[src/rtl/mem_master_pkg.sv]
// Shared types and constants for the Avalon memory master: access size,
// FSM state encoding, byteenable base patterns and small decode helpers.
package mem_master_pkg;

  typedef enum logic [1:0] {
    SZ_BYTE = 2'd0,
    SZ_HALF = 2'd1,
    SZ_WORD = 2'd2
  } size_e;

  typedef enum logic [1:0] {
    ST_IDLE = 2'd0,
    ST_BUS  = 2'd1,
    ST_RESP = 2'd2
  } state_e;

  localparam logic [3:0] BE_BYTE = 4'b0001;
  localparam logic [3:0] BE_HALF = 4'b0011;
  localparam logic [3:0] BE_WORD = 4'b1111;

  // Raw size code 3 is folded onto word.
  function automatic size_e decode_size(input logic [1:0] raw);
    size_e result;
    case (raw)
      2'd0:    result = SZ_BYTE;
      2'd1:    result = SZ_HALF;
      default: result = SZ_WORD;
    endcase
    return result;
  endfunction

  // A half must sit on an even address, a word on a multiple of four.
  function automatic logic is_misaligned(input size_e size, input logic [1:0] addr_lo);
    return ((size == SZ_HALF) && addr_lo[0]) ||
           ((size == SZ_WORD) && (addr_lo != 2'b00));
  endfunction

endpackage

[src/rtl/mem_lane_align.sv]
// Lane steering for a little-endian 32-bit bus: byteenable generation,
// store-data replication and load-data extraction with sign/zero extension.
// Purely combinational; low address bits that do not fit the size are ignored.
module mem_lane_align
  import mem_master_pkg::*;
(
  input  size_e       size,
  input  logic [1:0]  addr_lo,
  input  logic        is_signed,
  input  logic [31:0] wdata_in,
  input  logic [31:0] rdata_in,
  output logic [3:0]  byteenable,
  output logic [31:0] wdata_out,
  output logic [31:0] rdata_out
);

  logic [7:0]  lane_byte;
  logic [15:0] lane_half;

  assign lane_byte = rdata_in[{addr_lo, 3'b000} +: 8];
  assign lane_half = rdata_in[{addr_lo[1], 4'b0000} +: 16];

  // Select lanes and extend according to the access size.
  always_comb begin
    byteenable = BE_WORD;
    wdata_out  = wdata_in;
    rdata_out  = rdata_in;
    case (size)
      SZ_BYTE: begin
        byteenable = BE_BYTE << addr_lo;
        wdata_out  = {4{wdata_in[7:0]}};
        rdata_out  = {{24{is_signed & lane_byte[7]}}, lane_byte};
      end
      SZ_HALF: begin
        byteenable = BE_HALF << {addr_lo[1], 1'b0};
        wdata_out  = {2{wdata_in[15:0]}};
        rdata_out  = {{16{is_signed & lane_half[15]}}, lane_half};
      end
      default: begin
        byteenable = BE_WORD;
        wdata_out  = wdata_in;
        rdata_out  = rdata_in;
      end
    endcase
  end

endmodule

[src/rtl/avalon_mem_master.sv]
// Multi-port Avalon-MM master: fixed-priority arbitration (port 0 highest),
// one outstanding transfer, waitrequest handshake and bus timeout.
// Optional MEM_MASTER_ALIGN_CHECK_EN: misaligned half/word accesses are
// answered with resp_err one cycle after acceptance without a bus cycle.
module avalon_mem_master
  import mem_master_pkg::*;
#(
  parameter int ADDR_W         = 32,
  parameter int NUM_PORTS      = 2,
  parameter int TIMEOUT_CYCLES = 256
) (
  input  logic                        clk,
  input  logic                        reset,
  input  logic [NUM_PORTS-1:0]        req_valid,
  output logic [NUM_PORTS-1:0]        req_ready,
  input  logic [NUM_PORTS-1:0]        req_write,
  input  logic [2*NUM_PORTS-1:0]      req_size,
  input  logic [NUM_PORTS-1:0]        req_signed,
  input  logic [NUM_PORTS*ADDR_W-1:0] req_addr,
  input  logic [NUM_PORTS*32-1:0]     req_wdata,
  output logic [NUM_PORTS-1:0]        resp_valid,
  output logic [31:0]                 resp_rdata,
  output logic                        resp_err,
  output logic                        busy,
  output logic [31:0]                 address,
  output logic                        write,
  output logic                        read,
  output logic [31:0]                 writedata,
  output logic [3:0]                  byteenable,
  input  logic                        waitrequest,
  input  logic [31:0]                 readdata
);

  localparam int PORT_W   = (NUM_PORTS > 1) ? $clog2(NUM_PORTS) : 1;
  localparam int CNT_W    = (TIMEOUT_CYCLES > 1) ? $clog2(TIMEOUT_CYCLES) : 1;
  localparam int CNT_LAST_INT = (TIMEOUT_CYCLES > 0) ? TIMEOUT_CYCLES - 1 : 0;
  localparam logic [CNT_W-1:0] CNT_LAST = CNT_W'(CNT_LAST_INT);
  localparam bit TIMEOUT_EN = (TIMEOUT_CYCLES != 0);

  state_e state_reg, state_next;

  logic [PORT_W-1:0] port_reg;
  logic [31:0]       addr_reg;
  size_e             size_reg;
  logic              signed_reg;
  logic              write_reg;
  logic [31:0]       wdata_reg;
  logic [31:0]       rdata_reg;
  logic              err_reg;
  logic [CNT_W-1:0]  wait_cnt_reg;

  logic [ADDR_W-1:0] port_addr  [NUM_PORTS];
  logic [31:0]       port_wdata [NUM_PORTS];
  logic [1:0]        port_size  [NUM_PORTS];

  logic [NUM_PORTS-1:0] grant;
  logic [PORT_W-1:0]    sel_idx;
  logic                 any_valid;
  logic [31:0]          sel_addr;
  size_e                sel_size;
  logic                 misaligned;
  logic                 timeout_hit;

  logic [3:0]  lane_be;
  logic [31:0] lane_wdata;
  logic [31:0] lane_rdata;

  // Per-port views of the flattened request buses and per-port response pulse.
  generate
    for (genvar gi = 0; gi < NUM_PORTS; gi++) begin : g_port
      assign port_addr[gi]  = req_addr[gi*ADDR_W +: ADDR_W];
      assign port_wdata[gi] = req_wdata[gi*32 +: 32];
      assign port_size[gi]  = req_size[gi*2 +: 2];
      assign resp_valid[gi] = (state_reg == ST_RESP) && (port_reg == PORT_W'(gi));
    end
  endgenerate

  // Fixed priority: the lowest-index valid port wins.
  always_comb begin
    grant     = '0;
    sel_idx   = '0;
    any_valid = 1'b0;
    for (int i = 0; i < NUM_PORTS; i++) begin
      if (req_valid[i] && !any_valid) begin
        grant[i]  = 1'b1;
        sel_idx   = PORT_W'(i);
        any_valid = 1'b1;
      end
    end
  end

  assign sel_addr  = 32'(port_addr[sel_idx]);
  assign sel_size  = decode_size(port_size[sel_idx]);
  assign req_ready = (state_reg == ST_IDLE) ? grant : '0;

`ifdef MEM_MASTER_ALIGN_CHECK_EN
  assign misaligned = is_misaligned(sel_size, sel_addr[1:0]);
`else
  assign misaligned = 1'b0;
`endif

  // Abort on the N-th consecutive waitrequest cycle unless the slave answers.
  assign timeout_hit = TIMEOUT_EN && waitrequest && (wait_cnt_reg == CNT_LAST);

  // Steering works from the latched request so bus outputs stay stable.
  mem_lane_align u_lane_align (
    .size       (size_reg),
    .addr_lo    (addr_reg[1:0]),
    .is_signed  (signed_reg),
    .wdata_in   (wdata_reg),
    .rdata_in   (readdata),
    .byteenable (lane_be),
    .wdata_out  (lane_wdata),
    .rdata_out  (lane_rdata)
  );

  // State register.
  always_ff @(posedge clk or negedge reset) begin
    if (!reset) state_reg <= ST_IDLE;
    else        state_reg <= state_next;
  end

  // Next-state logic.
  always_comb begin
    state_next = state_reg;
    case (state_reg)
      ST_IDLE: if (any_valid) state_next = misaligned ? ST_RESP : ST_BUS;
      ST_BUS:  if (!waitrequest || timeout_hit) state_next = ST_RESP;
      ST_RESP: state_next = ST_IDLE;
      default: state_next = ST_IDLE;
    endcase
  end

  // Request capture, wait counting and response data/status capture.
  always_ff @(posedge clk or negedge reset) begin
    if (!reset) begin
      port_reg     <= '0;
      addr_reg     <= '0;
      size_reg     <= SZ_BYTE;
      signed_reg   <= 1'b0;
      write_reg    <= 1'b0;
      wdata_reg    <= '0;
      rdata_reg    <= '0;
      err_reg      <= 1'b0;
      wait_cnt_reg <= '0;
    end else begin
      case (state_reg)
        ST_IDLE: if (any_valid) begin
          port_reg     <= sel_idx;
          addr_reg     <= sel_addr;
          size_reg     <= sel_size;
          signed_reg   <= req_signed[sel_idx];
          write_reg    <= req_write[sel_idx];
          wdata_reg    <= port_wdata[sel_idx];
          rdata_reg    <= '0;
          err_reg      <= misaligned;
          wait_cnt_reg <= '0;
        end
        ST_BUS: begin
          if (!waitrequest) begin
            rdata_reg <= write_reg ? 32'd0 : lane_rdata;
          end else if (timeout_hit) begin
            rdata_reg <= '0;
            err_reg   <= 1'b1;
          end else begin
            wait_cnt_reg <= wait_cnt_reg + CNT_W'(1);
          end
        end
        default: ;
      endcase
    end
  end

  assign busy       = (state_reg != ST_IDLE);
  assign read       = (state_reg == ST_BUS) && !write_reg;
  assign write      = (state_reg == ST_BUS) && write_reg;
  assign address    = {addr_reg[31:2], 2'b00};
  assign writedata  = lane_wdata;
  assign byteenable = (state_reg == ST_BUS) ? lane_be : 4'b0000;
  assign resp_rdata = (state_reg == ST_RESP) ? rdata_reg : 32'd0;
  assign resp_err   = (state_reg == ST_RESP) && err_reg;

endmodule

[config.mk]
export PLATFORM = sky130hd
export DESIGN_NAME = avalon_mem_master
export DESIGN_NICKNAME = d
export VERILOG_FILES = /design/src/rtl/mem_master_pkg.sv /design/src/rtl/mem_lane_align.sv /design/src/rtl/avalon_mem_master.sv
export SDC_FILE = /design/constraint.sdc
export NUM_CORES = 1
export LEC_CHECK = 0
export ABC_AREA = 1
export BUFFER_PORTS_ARGS = -buffer_cell sky130_fd_sc_hd__buf_2
export CAP_MARGIN = 25
export CORE_ASPECT_RATIO = 1.2
export CORE_UTILIZATION = 50
export DETAILED_ROUTE_END_ITERATION = 8
export PLACE_DENSITY = 0.82
export SYNTH_ARGS = -nofsm -noshare
export SYNTH_HDL_FRONTEND = slang
export SYNTH_SLANG_ARGS = --single-unit
[constraint.sdc]
create_clock -name clk -period 4.25 [get_ports clk]
set_input_delay 0.85 -clock clk [delete_from_list [all_inputs] [get_ports clk]]
set_output_delay 0.85 -clock clk [all_outputs]
set_load 0.05 [all_outputs]
## Word-level counts from Yosys, hierarchy flattened

Index checks and enable logic that the tools add are counted.

- Shift operators: 4
- Bitwise logic cells: 4
- Reduce and logical (&&, ||, !) cells: 21
- Magnitude comparators: 2
- Divide/modulo/power cells: 0
- Mux-type cells: 39
- Add/sub/neg operators: 1
- Equality and inequality tests: 11
- Multiply operators: 0

Operator list:

| kind | count |
|---|---|
| $mux W32 | 11 |
| $pmux W32 S2 | 3 |
| $shiftx A32 B6 Y16 | 1 |
| $shiftx A32 B6 Y8 | 1 |
| $mux W8 | 3 |
| $pmux W8 S2 | 1 |
| $mux W2 | 6 |
| $mux W1 | 10 |
| $ne A2 B2 Y1 const B | 5 |
| $add A8 B1 Y8 const B | 1 |
| $eq A8 B8 Y1 const B | 1 |
| $pmux W2 S2 | 2 |
| $pmux W4 S2 | 1 |
| $reduce_and A4 Y1 | 2 |
| $logic_and A1 B1 Y1 | 7 |
| $eq A2 B1 Y1 const B | 3 |
| $logic_not A2 Y1 | 3 |
| $mux W4 | 1 |
| $reduce_and A2 Y1 | 2 |
| $reduce_bool A2 Y1 | 2 |
| $shl A1 B2 Y4 const A | 1 |
| $shl A2 B2 Y4 const A | 1 |
| $logic_not A1 Y1 | 3 |
| $ne A3 B3 Y1 const B | 1 |
| other kinds (9) | 10 |

- Logic and storage cells: 92
- Bits in latches: 0
- Input port bits: 173
- Memories: 0
- Memory bits (read-only): 0
- Output and inout bits: 108
- Flip-flop bits (word level): 112
- Bits in writable memories: 0

## Longest topological paths before layout

Gate-level depths: netlist (run 1).

- Depth in word-level cells: 10
- Depth in mapped cells: 11
- Depth with buffers taken out: 9

## By module

Synthesis (run 1) repeated with hierarchy kept, for this count alone.

- Cell total of the unflattened synthesis: 947
- Area, all modules: 6678.9 um2

Modules (own cells, without submodules):

| module | cells an instance | times used | sequential area each (um2) | area an instance (um2) |
|---|---|---|---|---|
| avalon_mem_master | 717 | 1 | 2802.7 | 5536.6 |
| mem_lane_align | 230 | 1 | 0.0 | 1142.3 |

## Least setup slack after synthesis (run 1)

OpenSTA, ideal clock, no wires.

- Path kind: reg2out
- Start point: register size_reg[1]
- End point: output byteenable[0]
- Arrival: 1.956 ns
- Path slack: 1.444 ns
- Cell stages (with the launch flop): 7
- Data required time: 3.400 ns
- Buffers on the path: 2
- Cell sequence: dfrtp_1 buf_6 inv_4 nand2_2 inv_2 buf_2 a211oi_1

- Longest elaborated chain between the ends: 3
- Elaborated cells on any way between the ends: 4
- Classes of those cells: eq/ne (1); mux (2); reduce/logical (1)

Ends and longest elaborated chain:

| item | RTL line | text |
|---|---|---|
| from (decl) | avalon_mem_master.sv:44 | `size_e size_reg;` |
| from (signal assigned) | avalon_mem_master.sv:151 | `size_reg <= sel_size;` |
| $eq A2 B1 Y1 or $logic_not A2 Y1 (tied branches) | mem_lane_align.sv:28 | `case (size)` |
| $pmux W4 S2 (*) | mem_lane_align.sv:28 |  |
| $mux W4 (*) | avalon_mem_master.sv:179 | `assign byteenable = (state_reg == ST_BUS) ? lane_be : 4'b0000;` |
| to (decl) | avalon_mem_master.sv:29 | `output logic [3:0] byteenable,` |

Mark *: on every way between the ends. The rest lies on a longest branch, timed or not.

## Worst setup path after layout (run 1)

- Start point: register size_reg[1]
- End point: output byteenable[2]

The elaborated chain is that of the path after synthesis.

==> results.toml, run 1 <==
[yosys]
yosys_warnings = 0
synthDistinctLibCells = 34
synth-seq-cells = 112
synth_edf_count = 0
syn_area_um2 = 6646
synthCells = 921
synth_ff_type = "dfrtp_1"
syn_area_per_cell_um2 = 7.216
seq_area_frac_synth_pct = 42.17
synthArstFlopShare_pct = 100.0

[place]
gp_congestion = 0.9697
dpl.hpwl_um = 15330
portBuffers = 278
pre_cts_ws_ps = 1225

[route]
drc = 0
via_count = 6874
via_per_inst = 5.300
ant_nets = 0
drt_iter0_drc = 405
wl_um = 20590
dr.pass1.iters = 5
wl_per_cell_um = 15.88

[worst_setup_path]
cpMaxStageDelayCell = "dfrtp_1"
required_ps = 3400
end_kind = "output port"
critPathTopFamily = "buffers and inverters"
slowest_delay_ps = 690
path_cells = "inv_4 > nand2_2 > inv_2 > a31oi_1 > a21oi_1 > buf_2"
path_class = "reg2out"
path_buf_inv = 3
arrival_ps = 2590
startpoint_type = "register"
path_max_fanout = 27

[power]
leakage_nw = 4.307
ir_worst_vdd_mv = 0.5290
p_per_area_nw_per_um2 = 847.2

[final_layout]
nFillCells = 1223
drive_above_1_share_pct = 29.80
layout_common_cells = "277 x buf_2, 220 x nand2_1, 126 x nor2_1"
layout_commonest_cell = "buf_2"
nets = 1301
seq_area_um2 = 2803
multi_input_area_um2 = 2875
area_delta_synth_final_pct = 20.11

[sta]
setup_violations = 0
rsz0062_at_grt = "false"
tns_ps = 0
hold_viol_final = 0
drv_slew = 0
worst_pin_slew_ps = 1004
skew_ps = 6.758
fin_crit_ps = 3441
timing.fmax_mhz = 290.6
fin_ws_ps = 809.1
slew_headroom_pct = 32.80
post-route-period-util_pct = 80.96

[cts]
post-cts-setup-buffer-count = 0
ctsResizeCount = 0
cts_tree = "built"
htree_levels = 3
cts-root-buf = "clkbuf_16"
clock_latency_ps = 340
clk_pin_slew_ps = 70
cts_buffer_depth = 2
cts_hold_buf = 0
clock-sinks = 112
cts_buffers = 9

[floorplanning]
dieWidth_um = 107.3
start_util_pct = 52.00
dieHeight_um = 128.3
io_pins = 281
die-area_um2 = 13760
rows = 45
fp.coreArea_um2 = 12780

[global_routing]
grt_overflow = 0
first_global_vias = 6182
grt_max_degree = 92
grt_pass1_wl_um = 31400
grt_antenna_before_repair = 3
grt_util_all_layers_pct = 29.57

[outcome]
status = "completed"

[hold_path]
hold_class = "reg2reg"

[job]
cap_violations = 0
## area by class of cell
type | instances | share of cell area (%)
Timing Repair Buffer | 284 | 18.03
Antenna cell | 2 | 0.06270
Clock inverter | 3 | 0.2508
Inverter | 105 | 5.000
Tap cell | 164 | 2.571
Clock buffer | 12 | 2.962
Sequential cell | 112 | 35.11
Multi-Input combinational cell | 615 | 36.02
## power breakdown
group,total (mW),internal (mW),switching [mW]
clock network,0.773,0.395,0.378
registers,1.91,1.54,0.362
logic,4.08,0.959,3.12
## cell families after synthesis
family	Yosys count	synth area share, %
flops	112	42.17
xor+xnor	2	0.2636
compound gates	218	17.98
other cells	1	0.05642
fa+ha+maj	1	0.1882
buf+inv	195	14.66
simple gates	392	24.68
## metrics by stage
stage	total power [mW]	hold slack [ps]	instance area [µm²]	std cells	util [%]
finish	6.763	482.1	7983	1297	62.46
global route	7.181	500.7	7978	1295	62.42
CTS	6.764	483.7	7978	1295	62.42
detailed placement	5.987	466.2	7721	1280	60.41
global placement	5.931	461.8	7721	1280	60.41
floorplan	5.300	448.8	6650	922	-
## path summary, 6_finish.rpt
path	slack, ps	to	startpoint	cells after the start
setup / recovery	810	byteenable[2]	size_reg[1]	6
min in group asynchronous	610	rdata_reg[4]	reset	1
hold / removal	480	rdata_reg[11]	rdata_reg[11]	2
setup reg to reg	1920	rdata_reg[31]	size_reg[1]	7
max in group asynchronous	2730	addr_reg[9]	reset	2
hold reg to reg	480	rdata_reg[11]	rdata_reg[11]	2
## synthesized netlist by cell type, types with 15 or more instances
cell type / count / area, µm²
a21oi_1: 22 / 110.1
buf_2: 25 / 125.1
buf_4: 41 / 307.8
clkbuf_1: 16 / 60.06
dfrtp_1: 112 / 2803
inv_1: 95 / 356.6
nand2_1: 221 / 829.6
nand2_2: 16 / 100.1
nand3_1: 15 / 75.07
nor2_1: 126 / 473.0
o21ai_0: 114 / 570.6
o21ai_1: 33 / 165.2
o22ai_1: 29 / 181.4
## layer usage
layer / vias to the layer above / routed length, µm / global-route usage (%)
li1: 3307 / - / -
met1: 3160 / 8231 / 36.70
met2: 351 / 10130 / 50.32
met3: 54 / 1590 / 6.151
met4: 2 / 625 / 11.76
met5: - / 16 / 0
## worst reg2reg max path, stage by stage (launching register included)
cell and delay (ps):
dfrtp_1 890, inv_4 270, nand2_2 180, inv_2 210, nand3_4 240, nand3_4 200, nand2_1 170, nand2_1 60
(Power assumes the default switching activity.)
==> inputs of run 2 (changes only) <==
--- a/config.mk
+++ b/config.mk
@@ -9,9 +9,9 @@
 export BUFFER_PORTS_ARGS = -buffer_cell sky130_fd_sc_hd__buf_2
 export CAP_MARGIN = 25
 export CORE_ASPECT_RATIO = 1.2
-export CORE_UTILIZATION = 50
+export CORE_UTILIZATION = 44
 export DETAILED_ROUTE_END_ITERATION = 8
-export PLACE_DENSITY = 0.82
+export PLACE_DENSITY = 0.76
 export SYNTH_ARGS = -nofsm -noshare
 export SYNTH_HDL_FRONTEND = slang
 export SYNTH_SLANG_ARGS = --single-unit
==> constraint.sdc (replaced) <==
create_clock -name clk -period 3 [get_ports clk]
set_input_delay 0.6 -clock clk [delete_from_list [all_inputs] [get_ports clk]]
set_output_delay 0.6 -clock clk [all_outputs]
set_load 0.05 [all_outputs]
==> run 2 against run 1 <==
Sequential power rose by 38%. First-iteration DRC count rose by 26%. Global-route usage fell by 1.6 points. Sequential share of layout area fell by 0.83 points. Design area rose by 2.4%. Non-clock buffer count rose by 8. Routed wire length rose by 5.8%. Via count fell by 1.9%. Worst setup slack got worse by 640 ps. Core utilization fell by 6.4 points. Die area rose by 13%. Critical endpoint unchanged. Largest cell class unchanged. Largest power group unchanged.
==> results.toml, run 2 (synthesized netlist as in run 1, its figures left out) <==
[sta]
slew_headroom_pct = 57.44
holdWs_ps = 204.8
setup_violations = 0
skew_ps = 9.313
fin_crit_ps = 2832
hold_viol_final = 0
drv_slew = 0
post-route-period-util_pct = 94.42
timing.fmax_mhz = 353.0
worst_pin_slew_ps = 638.4
rsz0062_at_grt = "false"
tns_ps = 0

[global_routing]
grt_antenna_before_repair = 8
busiest_layer = "met2"
grt_max_degree = 84
grt_pass1_wl_um = 33300
grt_util_all_layers_pct = 27.96
use_met3_pct = 6.156
grtUsageMet2_pct = 45.93
first_global_vias = 6356
grt_overflow = 0
met1_usage_pct = 35.42

[worst_setup_path]
required_ps = 2400
arrival_ps = 2230
regToRegSetupSlack_ps = 1100
end_kind = "output port"
path_class = "reg2out"
path_max_fanout = 26
startpoint_type = "register"

[cts]
post-cts-setup-buffer-count = 0
htree_levels = 3
clock_latency_ps = 360
cts_tree = "built"
cts_buffer_depth = 2
clk_pin_slew_ps = 80
ctsResizeCount = 0
clock-sinks = 112
cts-root-buf = "clkbuf_16"
cts_buffers = 9
cts_hold_buf = 0

[route]
wl_per_cell_um = 16.24
drt_iter0_drc = 512
ant_nets = 0
wl_um = 21800
via_per_inst = 5.026
via_count = 6745
dr.pass1.iters = 5
drc = 0

[floorplanning]
rows = 48
start_util_pct = 45.54
die-area_um2 = 15600
dieWidth_um = 114.2
io_pins = 281
dieHeight_um = 136.6
fp.coreArea_um2 = 14590

[power]
ir_worst_vdd_mv = 0.8645
leakage_nw = 4.388
p_total_mw = 9.813
p_per_area_nw_per_um2 = 1200

[outcome]
status = "completed"

[final_layout]
utilization_pct = 56.02
layout_commonest_cell = "buf_2"
area_delta_synth_final_pct = 23.00
drive_above_1_share_pct = 30.61
layoutNonFillerInstCount = 1342
nFillCells = 1475
layout_common_cells = "277 x buf_2, 220 x nand2_1, 126 x nor2_1"
nets = 1309

[place]
portBuffers = 278
post-place-cells = 1324
gp_congestion = 0.9590
dpl.hpwl_um = 16340

[hold_path]
hold_class = "in2async"

[job]
cap_violations = 0
run 2: final timing paths:
path                            cells after the start         endpoint    startpoint
worst max register to register                      9     rdata_reg[6]   addr_reg[1]
worst min-delay path                                1    rdata_reg[13]         reset
worst max-delay path                                6    byteenable[2]   size_reg[1]
min in group clk                                    2     state_reg[1]   waitrequest
max in group asynchronous                           2  wait_cnt_reg[5]         reset
worst min register to register                      2     rdata_reg[9]  rdata_reg[9]
run 2: through the flow:
stage | instance area [µm²] | worst slack, ps
global placement | 7851 | 674.0
CTS | 8170 | 245.2
finish | 8175 | 167.5
floorplan | 6650 | 443.6
global route | 8175 | 71.79
detailed placement | 7851 | 635.5
run 2: critical path: stages, from the launching register on:
cell     delay, ps
dfrtp_1        410
inv_4          240
nand2_2        130
inv_2          370
a31oi_1        140
a21oi_1        250
buf_2          320
run 2: per-layer routing:
| layer | vias to the layer above | routed length, µm |
|---|---|---|
| met3 | 46 | 1553 |
| li1 | 3315 | - |
| met4 | 10 | 665 |
| met5 | - | 66 |
| met2 | 302 | 10580 |
| met1 | 3072 | 8934 |
run 2: final cells by class:
| class | instances | area, µm² | share of cell area (%) |
|---|---|---|---|
| clock inverter | 6 | 80.08 | 0.9795 |
| inverter | 105 | 399.1 | 4.882 |
| multi-input combinational | 615 | 2875 | 35.17 |
| tap | 200 | 250.2 | 3.061 |
| sequential | 112 | 2803 | 34.28 |
| clock buffer | 10 | 239.0 | 2.923 |
| antenna | 2 | 5.005 | 0.06122 |
| timing repair buffer | 292 | 1524 | 18.64 |
run 2: where the power goes:
group          total, mW  switching [mW]  internal (mW)
clock network       1.28           0.599          0.683
registers           2.64           0.451           2.19
logic               5.89            4.48           1.41
total               9.81            5.53           4.28
==> inputs of run 3 (changes only) <==
--- a/config.mk
+++ b/config.mk
@@ -11,6 +11,7 @@
 export CORE_ASPECT_RATIO = 1.2
 export CORE_UTILIZATION = 44
 export DETAILED_ROUTE_END_ITERATION = 8
+export GPL_TIMING_DRIVEN = 0
 export PLACE_DENSITY = 0.76
 export SYNTH_ARGS = -nofsm -noshare
 export SYNTH_HDL_FRONTEND = slang
==> run 3 against run 2 <==
Largest power group unchanged. Critical path type unchanged. Sequential power decreased by 2%. Final cell count increased by 5.7%. Power increased by 7.1%.
==> results.toml, run 3 (synthesized netlist as in run 1, its figures left out) <==
[power]
leakage_nw = 4.693
p_seq_share_pct = 24.6
power.switching_mw = 5.770
clockPowerShare_pct = 12.3
ir_worst_vdd_mv = 0.7992
pwr-share-comb_pct = 63.0
p_int_mw = 4.738
switching_share_pct = 54.91
p_per_area_nw_per_um2 = 1215

[cts]
cts-root-buf = "clkbuf_16"
clock_latency_ps = 360
ctsResizeCount = 0
cts_buffer_depth = 2
clk_pin_slew_ps = 80
post-cts-setup-buffer-count = 0
cts_buffers = 9
cts_hold_buf = 0
clock-sinks = 112
htree_levels = 3
cts_tree = "built"

[job]
cap_violations = 0

[final_layout]
area_delta_synth_final_pct = 30.08
final_area_um2 = 8646
nets = 1386
layout_common_cells = "302 x buf_2, 221 x nand2_1, 126 x nor2_1"
nFillCells = 1439
layout_commonest_cell = "buf_2"
drive_above_1_share_pct = 33.53

[place]
placed_cell_area_um2 = 8325
pre_cts_ws_ps = 585.6
portBuffers = 278
gp_congestion = 0.9334
dpl.hpwl_um = 18340

[sta]
fin_ws_ps = 298.9
setup_violations = 0
slew_headroom_pct = 58.96
fin_crit_ps = 2701
worst_pin_slew_ps = 615.5
timing.fmax_mhz = 370.2
post-route-period-util_pct = 90.04
drv_slew = 0
tns_ps = 0
rsz0062_at_grt = "false"
skew_ps = 11.73
hold_viol_final = 0

[worst_setup_path]
end_kind = "output port"
required_ps = 2400
arrival_ps = 2100
startpoint_type = "register"
path_class = "reg2out"
path_max_fanout = 10

[floorplanning]
dieWidth_um = 114.2
dieHeight_um = 136.6
die-area_um2 = 15600
fp.coreArea_um2 = 14590
start_util_pct = 45.54
io_pins = 281
rows = 48

[outcome]
status = "completed"

[global_routing]
grt_util_all_layers_pct = 30.09
grt_pass1_wl_um = 35450
first_global_vias = 6700
grt_max_degree = 81
grt_overflow = 0
grt_antenna_before_repair = 2

[route]
dr.pass1.iters = 6
via_count = 7236
wl_per_cell_um = 16.49
drt_iter0_drc = 579
via_per_inst = 5.099
drc = 0
ant_nets = 0
wl_um = 23400

[hold_path]
hold_class = "in2async"
==> run 3: cell count changes in the layout (fill, tap and decap cells not counted), moves of 2 or more <==
| cell | delta |
|---|---|
| buf_12 | -2 |
| buf_2 | +25 |
| buf_4 | +28 |
| buf_6 | +8 |
| clkbuf_1 | +16 |
| clkinv_4 | -2 |
==> run 3: final timing paths <==
kind	startpoint	to	slack [ps]	depth (start not counted)
min reg2reg	rdata_reg[8]	rdata_reg[8]	480	2
max reg2reg	state_reg[0]	wdata_reg[29]	1350	6
max	size_reg[1]	byteenable[2]	300	8
min in group clk	waitrequest	state_reg[1]	440	2
min	reset	rdata_reg[13]	120	1
max in group asynchronous	reset	wdata_reg[9]	2160	2
==> run 3: power groups by stage <==
stage               combinational, mW  clock (mW)  sequential, mW
floorplan                        5.02           0            2.49
global placement                 6.53           0            2.58
detailed placement               6.59           0            2.60
CTS                              6.60        1.31            2.58
global route                     7.10        1.37            2.66
finish                           6.62        1.29            2.59
==> run 3: critical path: stages (launching register included) <==
cell and delay, ps:
dfrtp_1 380, buf_6 140, inv_4 70, nand2_2 70, inv_2 170, buf_2 280, a31oi_1 110, a21oi_1 200
buf_2 310
==> run 3: routing by layer <==
metal	up-vias	GRT usage (%)	part of all wire, %
li1	3475	-	-
met1	3352	36.40	40
met2	358	53.20	50
met3	49	5.802	7.5
met4	2	10.61	2.7
met5	-	0	0.068
==> run 3: layout make-up <==
type                    instances  area [µm²]  share of cell area (%)
plain buffers                  90       575.6                   6.657
multi-input cells             615        2873                   33.23
repair buffers                279        1425                   16.48
diodes                          2       5.005                 0.05789
clock buffers                  11       252.7                   2.923
well taps                     200       250.2                   2.894
clock inverters                 5       62.56                  0.7236
flip-flops and latches        112        2803                   32.42
inverters                     105       399.1                   4.617
==> run 3: through the flow <==
step / total power, mW / utilization [%] / std cells / hold WS, ps
global route: 11.13 / 59.21 / 1417 / 145.4
CTS: 10.49 / 59.21 / 1417 / 133.7
finish: 10.51 / 59.24 / 1419 / 122.7
floorplan: 7.508 / - / 922 / 304.4
detailed placement: 9.189 / 57.05 / 1401 / 465.1
global placement: 9.106 / 56.82 / 1400 / 462.6
